<file path="config.mk">
export PLATFORM = sky130hd
export DESIGN_NAME = instr_fetch_unit
export DESIGN_NICKNAME = d
export VERILOG_FILES = /design/src/rtl/instr_fetch_unit_pkg.sv /design/src/rtl/fetch_timeout_counter.sv /design/src/rtl/instr_fetch_unit.sv
export SDC_FILE = /design/constraint.sdc
export NUM_CORES = 1
export LEC_CHECK = 0
export ABC_CLOCK_PERIOD_IN_PS = 3300
export BUFFER_PORTS_ARGS = -buffer_cell sky130_fd_sc_hd__buf_2
export CAP_MARGIN = 15
export CORE_MARGIN = 4
export CORE_UTILIZATION = 54
export CTS_BUF_LIST = sky130_fd_sc_hd__clkbuf_2
export CTS_CLUSTER_DIAMETER = 100
export DETAILED_ROUTE_END_ITERATION = 10
export PLACE_DENSITY = 0.93
export SLEW_MARGIN = 15
export SYNTH_ARGS = -nofsm -noshare
export SYNTH_HDL_FRONTEND = slang
export SYNTH_SLANG_ARGS = --single-unit
</file>
<file path="constraint.sdc">
create_clock -name CLK -period 3.3 [get_ports CLK]
set_clock_uncertainty 0.1 [all_clocks]
set_input_delay 0.495 -clock CLK [delete_from_list [all_inputs] [get_ports CLK]]
set_output_delay 0.495 -clock CLK [all_outputs]
set_load 0.02 [all_outputs]
</file>
<file path="src/rtl/instr_fetch_unit_pkg.sv">
// Shared types and constants for the instruction fetch unit.
package instr_fetch_unit_pkg;

    // Fetch FSM states
    typedef enum logic [1:0] {
        FETCH_IDLE = 2'd0,
        FETCH_REQ  = 2'd1,
        FETCH_WAIT = 2'd2,
        FETCH_HOLD = 2'd3
    } fetch_state_e;

    // Value presented on ins_data out of reset
    localparam logic [31:0] INS_RESET = 32'h0000_0000;

endpackage

</file>
<file path="src/rtl/fetch_timeout_counter.sv">
// WAIT-state watchdog for the fetch unit: counts cycles spent waiting for
// read data and flags expiry on the TIMEOUT_CYCLES-th waiting cycle.
module fetch_timeout_counter #(
    parameter int unsigned TIMEOUT_CYCLES = 255
) (
    input  logic CLK,
    input  logic Reset,
    input  logic clear,
    input  logic enable,
    output logic expire
);

    localparam int unsigned CNT_W = $clog2(TIMEOUT_CYCLES + 1);
    localparam logic [CNT_W-1:0] CNT_LAST = CNT_W'(TIMEOUT_CYCLES - 1);

    logic [CNT_W-1:0] cnt_q;

    assign expire = enable && (cnt_q == CNT_LAST);

    // Count waiting cycles; held at zero outside WAIT
    always_ff @(posedge CLK) begin
        if (Reset || clear) begin
            cnt_q <= '0;
        end else if (enable && !expire) begin
            cnt_q <= cnt_q + CNT_W'(1);
        end
    end

endmodule

</file>
<file path="src/rtl/instr_fetch_unit.sv">
// Instruction fetch unit: samples pc, performs a req/gnt/rvalid read from
// instruction memory, holds the word for decode and pulses PCWrite once
// decode accepts it. Redirect flushes any fetch in flight.
// Optional build macro FETCH_TIMEOUT_EN adds a sticky WAIT-state timeout
// fault on fetch_err; without it fetch_err is tied low.
module instr_fetch_unit
    import instr_fetch_unit_pkg::*;
#(
    parameter int unsigned ADDR_W         = 32,
    parameter int unsigned TIMEOUT_CYCLES = 255
) (
    input  logic              CLK,
    input  logic              Reset,
    input  logic [ADDR_W-1:0] pc,
    input  logic              Redirect,
    output logic              PCWrite,
    output logic              mem_req,
    output logic [ADDR_W-1:0] mem_addr,
    input  logic              mem_gnt,
    input  logic              mem_rvalid,
    input  logic [31:0]       mem_rdata,
    output logic              ins_valid,
    output logic [31:0]       ins_data,
    output logic [ADDR_W-1:0] ins_pc,
    input  logic              ins_ready,
    output logic              fetch_err
);

    fetch_state_e      state_q, state_d;
    logic              drop_q, drop_d;
    logic              req_q, req_d;
    logic [ADDR_W-1:0] addr_q, addr_d;
    logic              valid_q, valid_d;
    logic [31:0]       data_q, data_d;
    logic [ADDR_W-1:0] ipc_q, ipc_d;
    logic              pcwrite_q, pcwrite_d;
    logic              err_q;

    // Word alignment discards the byte offset
    logic [1:0] unused_pc_lsb;
    assign unused_pc_lsb = pc[1:0];

`ifdef FETCH_TIMEOUT_EN
    logic err_d;
    logic timeout_expire;

    fetch_timeout_counter #(
        .TIMEOUT_CYCLES(TIMEOUT_CYCLES)
    ) u_timeout (
        .CLK   (CLK),
        .Reset (Reset),
        .clear (state_q != FETCH_WAIT),
        .enable((state_q == FETCH_WAIT) && !mem_rvalid),
        .expire(timeout_expire)
    );

    // Sticky fault flag; only Reset clears it
    always_ff @(posedge CLK) begin
        if (Reset) begin
            err_q <= 1'b0;
        end else begin
            err_q <= err_d;
        end
    end
`else
    logic unused_timeout;
    assign unused_timeout = ^TIMEOUT_CYCLES;
    assign err_q          = 1'b0;
`endif

    // State and output registers
    always_ff @(posedge CLK) begin
        if (Reset) begin
            state_q   <= FETCH_IDLE;
            drop_q    <= 1'b0;
            req_q     <= 1'b0;
            addr_q    <= '0;
            valid_q   <= 1'b0;
            data_q    <= INS_RESET;
            ipc_q     <= '0;
            pcwrite_q <= 1'b0;
        end else begin
            state_q   <= state_d;
            drop_q    <= drop_d;
            req_q     <= req_d;
            addr_q    <= addr_d;
            valid_q   <= valid_d;
            data_q    <= data_d;
            ipc_q     <= ipc_d;
            pcwrite_q <= pcwrite_d;
        end
    end

    // Next-state and registered-output logic
    always_comb begin
        state_d   = state_q;
        drop_d    = drop_q;
        req_d     = req_q;
        addr_d    = addr_q;
        valid_d   = valid_q;
        data_d    = data_q;
        ipc_d     = ipc_q;
        pcwrite_d = 1'b0;
`ifdef FETCH_TIMEOUT_EN
        err_d     = err_q;
`endif
        unique case (state_q)
            FETCH_IDLE: begin
                // After a timeout fault no further request is issued
                if (!err_q) begin
                    addr_d  = {pc[ADDR_W-1:2], 2'b00};
                    req_d   = 1'b1;
                    state_d = FETCH_REQ;
                end
            end
            FETCH_REQ: begin
                if (Redirect) begin
                    drop_d = 1'b1;
                end
                if (mem_gnt) begin
                    req_d   = 1'b0;
                    state_d = FETCH_WAIT;
                end
            end
            FETCH_WAIT: begin
                if (mem_rvalid) begin
                    // A redirect arriving with the data also makes it stale
                    if (drop_q || Redirect) begin
                        drop_d  = 1'b0;
                        state_d = FETCH_IDLE;
                    end else begin
                        data_d  = mem_rdata;
                        ipc_d   = addr_q;
                        valid_d = 1'b1;
                        state_d = FETCH_HOLD;
                    end
                end else begin
                    if (Redirect) begin
                        drop_d = 1'b1;
                    end
`ifdef FETCH_TIMEOUT_EN
                    if (timeout_expire) begin
                        err_d   = 1'b1;
                        drop_d  = 1'b0;
                        state_d = FETCH_IDLE;
                    end
`endif
                end
            end
            FETCH_HOLD: begin
                // Redirect wins over a simultaneous handshake
                if (Redirect) begin
                    valid_d = 1'b0;
                    state_d = FETCH_IDLE;
                end else if (ins_ready) begin
                    valid_d   = 1'b0;
                    pcwrite_d = 1'b1;
                    state_d   = FETCH_IDLE;
                end
            end
            default: begin
                state_d = FETCH_IDLE;
            end
        endcase
    end

    assign PCWrite   = pcwrite_q;
    assign mem_req   = req_q;
    assign mem_addr  = addr_q;
    assign ins_valid = valid_q;
    assign ins_data  = data_q;
    assign ins_pc    = ipc_q;
    assign fetch_err = err_q;

endmodule

</file>
== After elaboration in Yosys (flattened, before gate mapping) ==
Cells that the tools add are included.

* Add/sub/neg operators: 0
* $mul: 0
* Divide/modulo/power cells: 0
* Order comparisons: 0
* Equal/unequal tests: 8
* Shift-type cells: 0
* Muxes and demuxes: 18
* Bitwise gates (word level): 2
* Reduce and logical (&&, ||, !) cells: 11

{| class="wikitable"
|+ Operator list
! cell !! count
|-
| two-way mux 2 bit || 5
|-
| two-way mux 1 bit || 9
|-
| case mux 2 bit (4 select lines) || 1
|-
| != test 2 bit (second input constant) || 3
|-
| != test 3 bit (second input constant) || 2
|-
| case mux 1 bit (2 select lines) || 3
|-
| AND reduction 3 bit || 2
|-
| nonzero test 2 bit || 3
|-
| equality test 2 bit (second input constant) || 2
|-
| AND reduction 2 bit || 2
|-
| AND reduction 4 bit || 1
|-
| OR reduction 3 bit || 1
|-
| equality test 2 x 1 -> 1 bit (second input constant) || 1
|-
| zero test 2 bit || 1
|-
| NOT 1 bit || 2
|-
| logical OR 1 bit || 1
|}

* Register bits: 98
* Bits in latches: 0
* Bits in writable memories: 0
* ROM bits: 0
* Bits of input ports: 70
* Output and inout port bits: 100
* Word-level logic and storage cells: 47
* Memories: 0

== Logic depth before layout (Yosys ltp) ==
Gate-level depths: netlist of run 1.

* Depth after elaboration: 4
* Mapped depth: 6
* Mapped depth without buffers: 3

== Worst setup path after synthesis of run 1 ==
OpenSTA, ideal clock, no wires.

* Path kind: input to register
* Start: in mem_rvalid
* End: reg data_q[0], in the netlist ins_data[0]
* Setup time: 72 ps
* Arrival: 1287 ps
* Required time: 3128 ps
* Path slack: 1841 ps
* Stages on the path: 5
* Buffers on the path: 2
* Cells stage by stage: inv_1 > nor4_4 > buf_6 > buf_12 > mux2i_1

* Word-level cells in the longest chain between the ends: 1

{| class="wikitable"
|+ Ends and longest elaborated chain
! element !! RTL line !! text
|-
| start, declared || instr_fetch_unit.sv:20 || <nowiki>input logic mem_rvalid,</nowiki>
|-
| AND reduction 3 bit (no source line) || -- ||
|-
| end signal, assigned || instr_fetch_unit.sv:88 || <nowiki>data_q <= data_d;</nowiki>
|-
| end, declared || instr_fetch_unit.sv:34 || <nowiki>logic [31:0] data_q, data_d;</nowiki>
|}

Every way passes these cells.
A chain may end at the register's enable or synchronous reset.

== Worst setup path after layout of run 1 ==
* Start: reg state_q[1]
* End: reg data_q[17], in the netlist ins_data[17]

* Word-level cells in the longest chain between the ends: 2

{| class="wikitable"
|+ Ends and longest elaborated chain
! element !! RTL line !! text
|-
| start, declared || instr_fetch_unit.sv:29 || <nowiki>fetch_state_e state_q, state_d;</nowiki>
|-
| start signal, assigned || instr_fetch_unit.sv:83 || <nowiki>state_q <= state_d;</nowiki>
|-
| equality test 2 bit || instr_fetch_unit.sv:107 || <nowiki>unique case (state_q)</nowiki>
|-
| AND reduction 3 bit (no source line) || -- ||
|}

Every way passes these cells.

==> impl_table.tex, run 1 <==
\begin{tabular}{lr}
\hline
Metric & Value \\
\hline
\multicolumn{2}{l}{\textbf{Status}} \\
\quad Status & complete, no violations \\
\multicolumn{2}{l}{\textbf{Clock tree}} \\
\quad Clock buffer count from CTS & 9 \\
\quad Clock Sinks & 98 \\
\quad Clk root buf & clkbuf\_2 \\
\quad Post-CTS Setup Inserts & 0 \\
\quad CTS tree & done \\
\quad Clock insertion delay at the later pin of the skew report & 0.53 ns \\
\quad Quantity of gates resized following cts & 0 \\
\quad Largest buffer count on any clock path & 2 \\
\quad Number of levels in the clock H-tree & 3 \\
\quad Clock slew at reported path FFs & 0.28 ns \\
\quad Count of hold buffers inserted by post-cts repair & 0 \\
\multicolumn{2}{l}{\textbf{Synthesis}} \\
\quad Register area share after synthesis & 46.6\% \\
\quad Post-synthesis instance total & 441 \\
\quad Distinct cell type count after synthesis & 23 \\
\quad Average size of a mapped cell & 9.56 um2 \\
\quad Warnings, synthesis & 0 \\
\quad Flip-flop and latch count after synthesis & 98 \\
\quad Post-synth design cell area & 4210 um2 \\
\quad Library cell occupying the most area in the post-synthesis netlist & dfxtp\_1 \\
\quad Post-synth top area share & 46.6\% \\
\quad Cell types with the largest area share after synthesis & dfxtp\_1 47\%, nand2b\_1 19\%, mux2i\_1 15\% \\
\multicolumn{2}{l}{\textbf{Timing}} \\
\quad Setup TNS after final layout & 0 ns \\
\quad Transition time at the pin with the least slew margin & 0.631 ns \\
\quad Unrepaired setup endpoints after global routing & false \\
\quad \# setup viols final & 0 \\
\quad Final Hold Vio Count & 0 \\
\quad Fin crit share & 56.8\% \\
\quad Post-layout minimum cycle time & 1.88 ns \\
\quad Maximum clock rate & 533 MHz \\
\quad Pins Over Slew Limit & 0 \\
\quad Max\_slew headroom & 58.0\% \\
\multicolumn{2}{l}{\textbf{Detailed routing}} \\
\quad Avg WL per Cell & 13.7 um \\
\quad DRC marker count from the first detailed-route iteration & 101 \\
\quad Wire length after detailed routing & 9530 um \\
\quad Length of the first detailed-routing pass in iterations & 4 \\
\quad Per-cell via count in the routed design & 4.89 \\
\quad Total number of vias & 3,403 \\
\quad Detailed-route DRC error count & 0 \\
\quad Antenna viol nets, final & 0 \\
\multicolumn{2}{l}{\textbf{GRT}} \\
\quad Number of global-route vias before repair & 3,233 \\
\quad GR Overflow Total & 0 \\
\quad Global-route wire length before repair & 14,600 um \\
\quad Pin count of the biggest net entering global routing & 161 \\
\quad Initial antenna violation count & 0 \\
\quad Aggregate global-route resource usage & 20.1\% \\
\multicolumn{2}{l}{\textbf{Power and ir drop}} \\
\quad Clock group share of total power & 27.6\% \\
\quad PwrDens & 449 nW/um2 \\
\quad Maximum ir drop on the vdd rail & 0.000298 V \\
\quad Relative contribution of sequential cells to total power & 55.7\% \\
\quad Switching share of total power & 28.7\% \\
\quad Logic gate share of total power & 16.7\% \\
\quad Cell-internal power & 1.65 mW \\
\quad Net Sw Power & 0.665 mW \\
\quad Static power due to leakage & 2.26 nW \\
\multicolumn{2}{l}{\textbf{Setup path}} \\
\quad Maximum fanout count along the critical path & 61 \\
\quad Slowest cell delay on critical path & 0.61 ns \\
\quad Data required time of the critical path & 3.64 ns \\
\quad Number of buffers and inverters on the critical path & 1 \\
\quad Worst path slowest cell & dfxtp\_1 \\
\quad Number of cells on the worst reg-to-reg path & 4 \\
\quad WS Path Type & reg2reg \\
\quad Crit path arrival time & 2.22 ns \\
\quad Family of cells with the greatest summed delay on the critical path & flip-flops \\
\quad Critical path endpoint category & register \\
\quad Worst path cell trace & nand2b\_4 -> nor4\_4 -> buf\_12 -> mux2i\_1 \\
\quad Logic depth of the worst path, buffers included & 4 \\
\quad Kind of launch point of the worst setup path & register \\
\multicolumn{2}{l}{\textbf{Final layout}} \\
\quad Synth-to-Final Area Change & 22.4\% \\
\quad Post-layout nets & 662 \\
\quad Share of cells above drive strength 1 & 30.8\% \\
\quad Fillers & 576 \\
\quad Util after Layout & 69.7\% \\
\quad Diodes inserted & 0 \\
\multicolumn{2}{l}{\textbf{Floorplan}} \\
\quad Placement Rows & 31 \\
\quad Floorplan Core Area & 7410 um2 \\
\quad Die footprint & 9280 um2 \\
\quad Width of the chip & 96.3 um \\
\quad Initial core utilization & 56.9\% \\
\quad Vertical die dimension & 96.3 um \\
\quad I/O pin count & 170 \\
\multicolumn{2}{l}{\textbf{Hold path}} \\
\quad Worst hold path depth & 3 \\
\quad Hold/Removal Path Class & in2reg \\
\multicolumn{2}{l}{\textbf{Placement}} \\
\quad Buffers added on ports & 162 \\
\quad Hpwl dp & 6620 um \\
\quad Final weighted congestion in routability-driven placement & 0.801 \\
\multicolumn{2}{l}{\textbf{Run}} \\
\quad Max-capacitance violation count & 0 \\
\hline
\end{tabular}
## flip-flops by register name (all words and copies together), names as in the netlist
register   flops
PCWrite        1
ins_pc        30
ins_valid      1
mem_req        1
drop_q         1
state_q        2
ins_data      32
mem_addr      30
## Yosys cell counts
cell        n
buf_2      11
o211a_1     1
nor4_4      1
clkbuf_1   13
buf_12      6
buf_4       6
o311a_2     1
a21oi_1    33
dfxtp_1    98
mux2i_1    63
buf_6       2
or2_2       1
conb_1      1
nand2b_1  125
inv_1       2
o31a_1      1
o21ai_0     3
nor2_1      2
a211oi_1    2
nor3_1      3
nand2_1    64
nand2b_4    1
or2b_1      1
## placed cells by master, fill, tap and decap left out, drive strengths merged, types with 5 or more instances in the layout
| master | n |
|---|---|
| nand2 | 64 |
| dfxtp | 98 |
| nand2b | 126 |
| buf | 165 |
| conb | 5 |
| mux2i | 63 |
| clkbuf | 9 |
| a21oi | 33 |
| dlygate4sd3 | 9 |
## per-stage QoR
stage / instances / cell area (um2) / setup WS (ns) / power (mW) / hold WS, ns
2_1_floorplan: 445 / 4230 / 1.84 / 1.58 / 0.445
3_5_place_dp: 670 / 4900 / 1.33 / 1.69 / 0.359
3_3_place_gp: 670 / 4900 / 1.42 / 1.67 / 0.354
4_1_cts: 686 / 5040 / 1.42 / 2.33 / 0.00429
5_1_grt: 696 / 5160 / 1.28 / 2.44 / 0.000832
6_report: 696 / 5160 / 1.42 / 2.32 / 0.0407
## final cells by class
| class | instances | area, um2 | share of cell area (%) |
|---|---|---|---|
| Clock inverter | 7 | 92.6 | 1.79 |
| Clock buffer | 9 | 45.0 | 0.873 |
| Timing Repair Buffer | 174 | 958 | 18.6 |
| Inverter | 2 | 7.51 | 0.145 |
| Tap cell | 99 | 124 | 2.40 |
| Multi-Input combinational cell | 307 | 1970 | 38.2 |
| Sequential cell | 98 | 1960 | 38.0 |
## logic make-up after synthesis
group	Yosys count	share of synthesized area [%]
flops	98	46.6
buf+inv	40	7.10
mux	63	15.0
simple gates	198	26.0
other cells	1	0.0890
compound gates	41	5.34
## power by group through the flow
| stage | sequential, mW | combinational, mW | clock, mW |
|---|---|---|---|
| floorplan | 1.36 | 0.217 | 0 |
| global placement | 1.31 | 0.368 | 0 |
| detailed placement | 1.31 | 0.379 | 0 |
| CTS | 1.29 | 0.380 | 0.659 |
| global route | 1.30 | 0.429 | 0.709 |
| finish | 1.29 | 0.387 | 0.639 |
## worst min-delay path, cell delays in order
cell and delay [ns]:
buf_2 0.09, nand2_1 0.04, a21oi_1 0.05
## per-layer routing
metal | track usage (%) | part of all wire [%]
met1 | 22.1 | 40
met2 | 35.6 | 50
met3 | 5.47 | 8.4
met4 | 9.70 | 2.4
met5 | 0 | 0
## final timing paths
| check | start | end | slack, ns |
|---|---|---|---|
| max | state_q[1]$_SDFFE_PP0P_ | ins_data[17]$_SDFFE_PP0P_ | 1.42 |
| min | pc[9] | mem_addr[9]$_SDFFE_PP0P_ | 0.04 |
| max reg2reg | state_q[1]$_SDFFE_PP0P_ | ins_data[17]$_SDFFE_PP0P_ | 1.42 |
| min reg2reg | mem_addr[17]$_SDFFE_PP0P_ | ins_pc[17]$_SDFFE_PP0P_ | 0.38 |
(Power assumes the default switching activity.)
==> run 2, diff against run 1 <==
--- a/config.mk
+++ b/config.mk
@@ -5,15 +5,15 @@
 export SDC_FILE = /design/constraint.sdc
 export NUM_CORES = 1
 export LEC_CHECK = 0
-export ABC_CLOCK_PERIOD_IN_PS = 3300
+export ABC_CLOCK_PERIOD_IN_PS = 1600
 export BUFFER_PORTS_ARGS = -buffer_cell sky130_fd_sc_hd__buf_2
 export CAP_MARGIN = 15
 export CORE_MARGIN = 4
-export CORE_UTILIZATION = 54
+export CORE_UTILIZATION = 45
 export CTS_BUF_LIST = sky130_fd_sc_hd__clkbuf_2
 export CTS_CLUSTER_DIAMETER = 100
 export DETAILED_ROUTE_END_ITERATION = 10
-export PLACE_DENSITY = 0.93
+export PLACE_DENSITY = 0.83
 export SLEW_MARGIN = 15
 export SYNTH_ARGS = -nofsm -noshare
 export SYNTH_HDL_FRONTEND = slang
==> constraint.sdc (replaced) <==
create_clock -name CLK -period 1.6 [get_ports CLK]
set_clock_uncertainty 0.1 [all_clocks]
set_input_delay 0.24 -clock CLK [delete_from_list [all_inputs] [get_ports CLK]]
set_output_delay 0.24 -clock CLK [all_outputs]
set_load 0.02 [all_outputs]
==> run 2 against run 1 <==
Against the previous run:
- clock-buffer cell count is 1 higher
- power increased by 120%
- highest routed layer unchanged
- critical path depth rose by 2
- non-clock buffer count up 71
- sequential share of layout area down 4.5 points
- utilization shrank 5.5 points
- routed wire length grew 15%
- flip-flop and latch count unchanged
- clock power increased by 110%
==> impl_table.tex, run 2 (synthesis results as in run 1) <==
\begin{tabular}{lr}
\hline
Metric & Value \\
\hline
\multicolumn{2}{l}{\textbf{GRT}} \\
\quad Aggregate global-route resource usage & 20.0\% (was 20.1\%) \\
\quad Global-route wire length before repair & 18,000 um (was 14,600 um) \\
\quad GR Overflow Total & 0 (unchanged) \\
\quad Number of global-route vias before repair & 3,804 (was 3,233) \\
\quad Initial antenna violation count & 0 (unchanged) \\
\quad Pin count of the biggest net entering global routing & 70 (was 161) \\
\multicolumn{2}{l}{\textbf{Clock tree}} \\
\quad Clock Sinks & 98 (unchanged) \\
\quad Clk root buf & clkbuf\_2 (unchanged) \\
\quad Number of levels in the clock H-tree & 3 (unchanged) \\
\quad Largest buffer count on any clock path & 2 (unchanged) \\
\quad CTS tree & done (unchanged) \\
\quad Clock buffer count from CTS & 9 (unchanged) \\
\quad Clock slew at reported path FFs & 0.27 ns (was 0.28 ns) \\
\quad Post-CTS Setup Inserts & 0 (unchanged) \\
\quad Clock insertion delay at the later pin of the skew report & 0.52 ns (was 0.53 ns) \\
\multicolumn{2}{l}{\textbf{Timing}} \\
\quad Pins Over Slew Limit & 0 (unchanged) \\
\quad Post-layout minimum cycle time & 1.55 ns \\
\quad Unrepaired setup endpoints after global routing & true (was false) \\
\quad \# setup viols final & 0 (unchanged) \\
\quad Maximum clock rate & 647 MHz \\
\quad Final critical-path setup slack & 0.0538 ns (was 1.42 ns) \\
\quad Final Hold Vio Count & 0 (unchanged) \\
\quad Worst hold slack after final layout & 0.0896 ns (was 0.0407 ns) \\
\quad Fin crit share & 96.6\% \\
\multicolumn{2}{l}{\textbf{Setup path}} \\
\quad Critical path endpoint category & register (unchanged) \\
\quad Kind of launch point of the worst setup path & primary input (was register) \\
\quad Worst path slowest cell & dlygate4sd3\_1 (was dfxtp\_1) \\
\quad Crit path arrival time & 1.88 ns (was 2.22 ns) \\
\quad Setup slack on the worst flop-to-flop path & 0.06 ns (was 1.42 ns) \\
\quad Data required time of the critical path & 1.93 ns (was 3.64 ns) \\
\quad WS Path Type & in2reg (was reg2reg) \\
\quad Maximum fanout count along the critical path & 38 (was 61) \\
\quad Slowest cell delay on critical path & 0.53 ns (was 0.61 ns) \\
\quad Worst path cell trace & dlygate4sd3\_1 -> buf\_2 -> nand2b\_4 -> nor4\_4 -> buf\_12 -> mux2i\_1 (was nand2b\_4 -> nor4\_4 -> buf\_12 -> mux2i\_1) \\
\multicolumn{2}{l}{\textbf{Power and ir drop}} \\
\quad Design Power & 4.99 mW (was 2.32 mW) \\
\quad Maximum ir drop on the vdd rail & 0.000527 V (was 0.000298 V) \\
\quad PwrDens & 846 nW/um2 (was 449 nW/um2) \\
\quad Static power due to leakage & 2.59 nW (was 2.26 nW) \\
\multicolumn{2}{l}{\textbf{Final layout}} \\
\quad Cell area after layout & 5900 um2 (was 5160 um2) \\
\quad Max reg flops & 32 (unchanged) \\
\quad Synth-to-Final Area Change & 39.9\% (was 22.4\%) \\
\quad Share of cells above drive strength 1 & 30.8\% (about the same) \\
\quad Diodes inserted & 0 (unchanged) \\
\quad Commonest non-fill, non-tap cells in the layout & 161 x buf\_2, 125 x nand2b\_1, 90 x dfxtp\_1, 67 x dlygate4sd3\_1, 64 x nand2\_1 (was 161 x buf\_2, 125 x nand2b\_1, 98 x dfxtp\_1, 64 x nand2\_1, 63 x mux2i\_1) \\
\quad Final instance count without filler cells & 779 (was 696) \\
\quad Fillers & 708 (was 576) \\
\quad Post-layout nets & 733 (was 662) \\
\quad Commonest non-fill, non-tap cell in the layout & buf\_2 (unchanged) \\
\multicolumn{2}{l}{\textbf{Floorplan}} \\
\quad Vertical die dimension & 105 um (was 96.3 um) \\
\quad Die footprint & 11,000 um2 (was 9280 um2) \\
\quad Width of the chip & 105 um (was 96.3 um) \\
\quad Floorplan Core Area & 9200 um2 (was 7410 um2) \\
\quad I/O pin count & 170 (unchanged) \\
\quad Initial core utilization & 45.8\% (was 56.9\%) \\
\quad Placement Rows & 35 (was 31) \\
\multicolumn{2}{l}{\textbf{Detailed routing}} \\
\quad DRC marker count from the first detailed-route iteration & 113 (was 101) \\
\quad Wire length after detailed routing & 11,000 um (was 9530 um) \\
\quad Length of the first detailed-routing pass in iterations & 4 (unchanged) \\
\quad Total number of vias & 3,723 (was 3,403) \\
\quad Antenna viol nets, final & 0 (unchanged) \\
\quad Detailed-route DRC error count & 0 (unchanged) \\
\quad Per-cell via count in the routed design & 4.78 (was 4.89) \\
\quad Avg WL per Cell & 14.1 um (was 13.7 um) \\
\multicolumn{2}{l}{\textbf{Placement}} \\
\quad Total cell area at the placement stage & 5070 um2 (was 4900 um2) \\
\quad Buffers added on ports & 162 (unchanged) \\
\quad Worst slack at placement & 0.0555 ns (was 1.33 ns) \\
\quad Final weighted congestion in routability-driven placement & 0.797 (was 0.801) \\
\quad \# placed instances & 696 (was 670) \\
\quad Hpwl dp & 7170 um (was 6620 um) \\
\multicolumn{2}{l}{\textbf{Status}} \\
\quad Status & complete, no violations (unchanged) \\
\multicolumn{2}{l}{\textbf{Run}} \\
\quad Max-capacitance violation count & 0 (unchanged) \\
\multicolumn{2}{l}{\textbf{Hold path}} \\
\quad Hold/Removal Path Class & in2reg (unchanged) \\
\hline
\end{tabular}
-- run 2: cell count changes in the layout (fill, tap and decap cells not counted), sizes merged --
cell,change
buf,+13
clkbuf,+1
clkinv,-1
dlygate4sd3,+58
-- run 2: per-stage QoR --
step	utilization (%)	setup TNS, ns
finish	64.1	0
global route	64.1	-0.168
CTS	64.0	0
detailed placement	55.2	0
global placement	55.2	0
floorplan	-	0
-- run 2: final timing paths --
kind,startpoint,end,cells after the start
max,Redirect,ins_data[5]$_SDFFE_PP0P_,6
min,Reset,ins_data[18]$_SDFFE_PP0P_,3
max reg2reg,drop_q$_SDFFE_PP0P_,ins_data[5]$_SDFFE_PP0P_,3
min reg2reg,mem_addr[4]$_SDFFE_PP0P_,ins_pc[4]$_SDFFE_PP0P_,2
-- run 2: layout make-up --
type | count | area, um2 | share of cell area (%)
Clock buffer | 10 | 50.0 | 0.849
Clock inverter | 6 | 88.8 | 1.51
Inverter | 2 | 7.51 | 0.127
Multi-Input combinational cell | 307 | 1970 | 33.4
Sequential cell | 98 | 1970 | 33.5
Tap cell | 111 | 139 | 2.36
Timing Repair Buffer | 245 | 1670 | 28.3
-- run 2: where the power goes --
part | internal, mW | switching (mW)
logic | 0.466 | 0.525
clock network | 0.527 | 0.817
registers | 2.57 | 0.0871
total | 3.56 | 1.43
-- run 2: routing by layer --
metal | GRT usage, % | wire length, um | share of wire [%] | vias to the layer above
li1 | - | - | - | 1856
met1 | 22.7 | 4430 | 40 | 1705
met2 | 35.9 | 5620 | 51 | 136
met3 | 4.76 | 648 | 5.9 | 26
met4 | 8.34 | 274 | 2.5 | 0
met5 | 0 | 0 | 0 | -
-- run 2: timing repair --
action / in CTS / in global routing
endpoints found under the setup margin: 0 / 49
endpoints found under the hold margin: 68 / 0
gates resized for setup: 0 / 9
hold buffers: 67 / 0
-- run 2: critical path, delay by kind of cell --
family	cells	cell delay (ns)
AND/OR/NAND/NOR	2	0.39
multiplexers	1	0.23
buffers and inverters	3	0.99
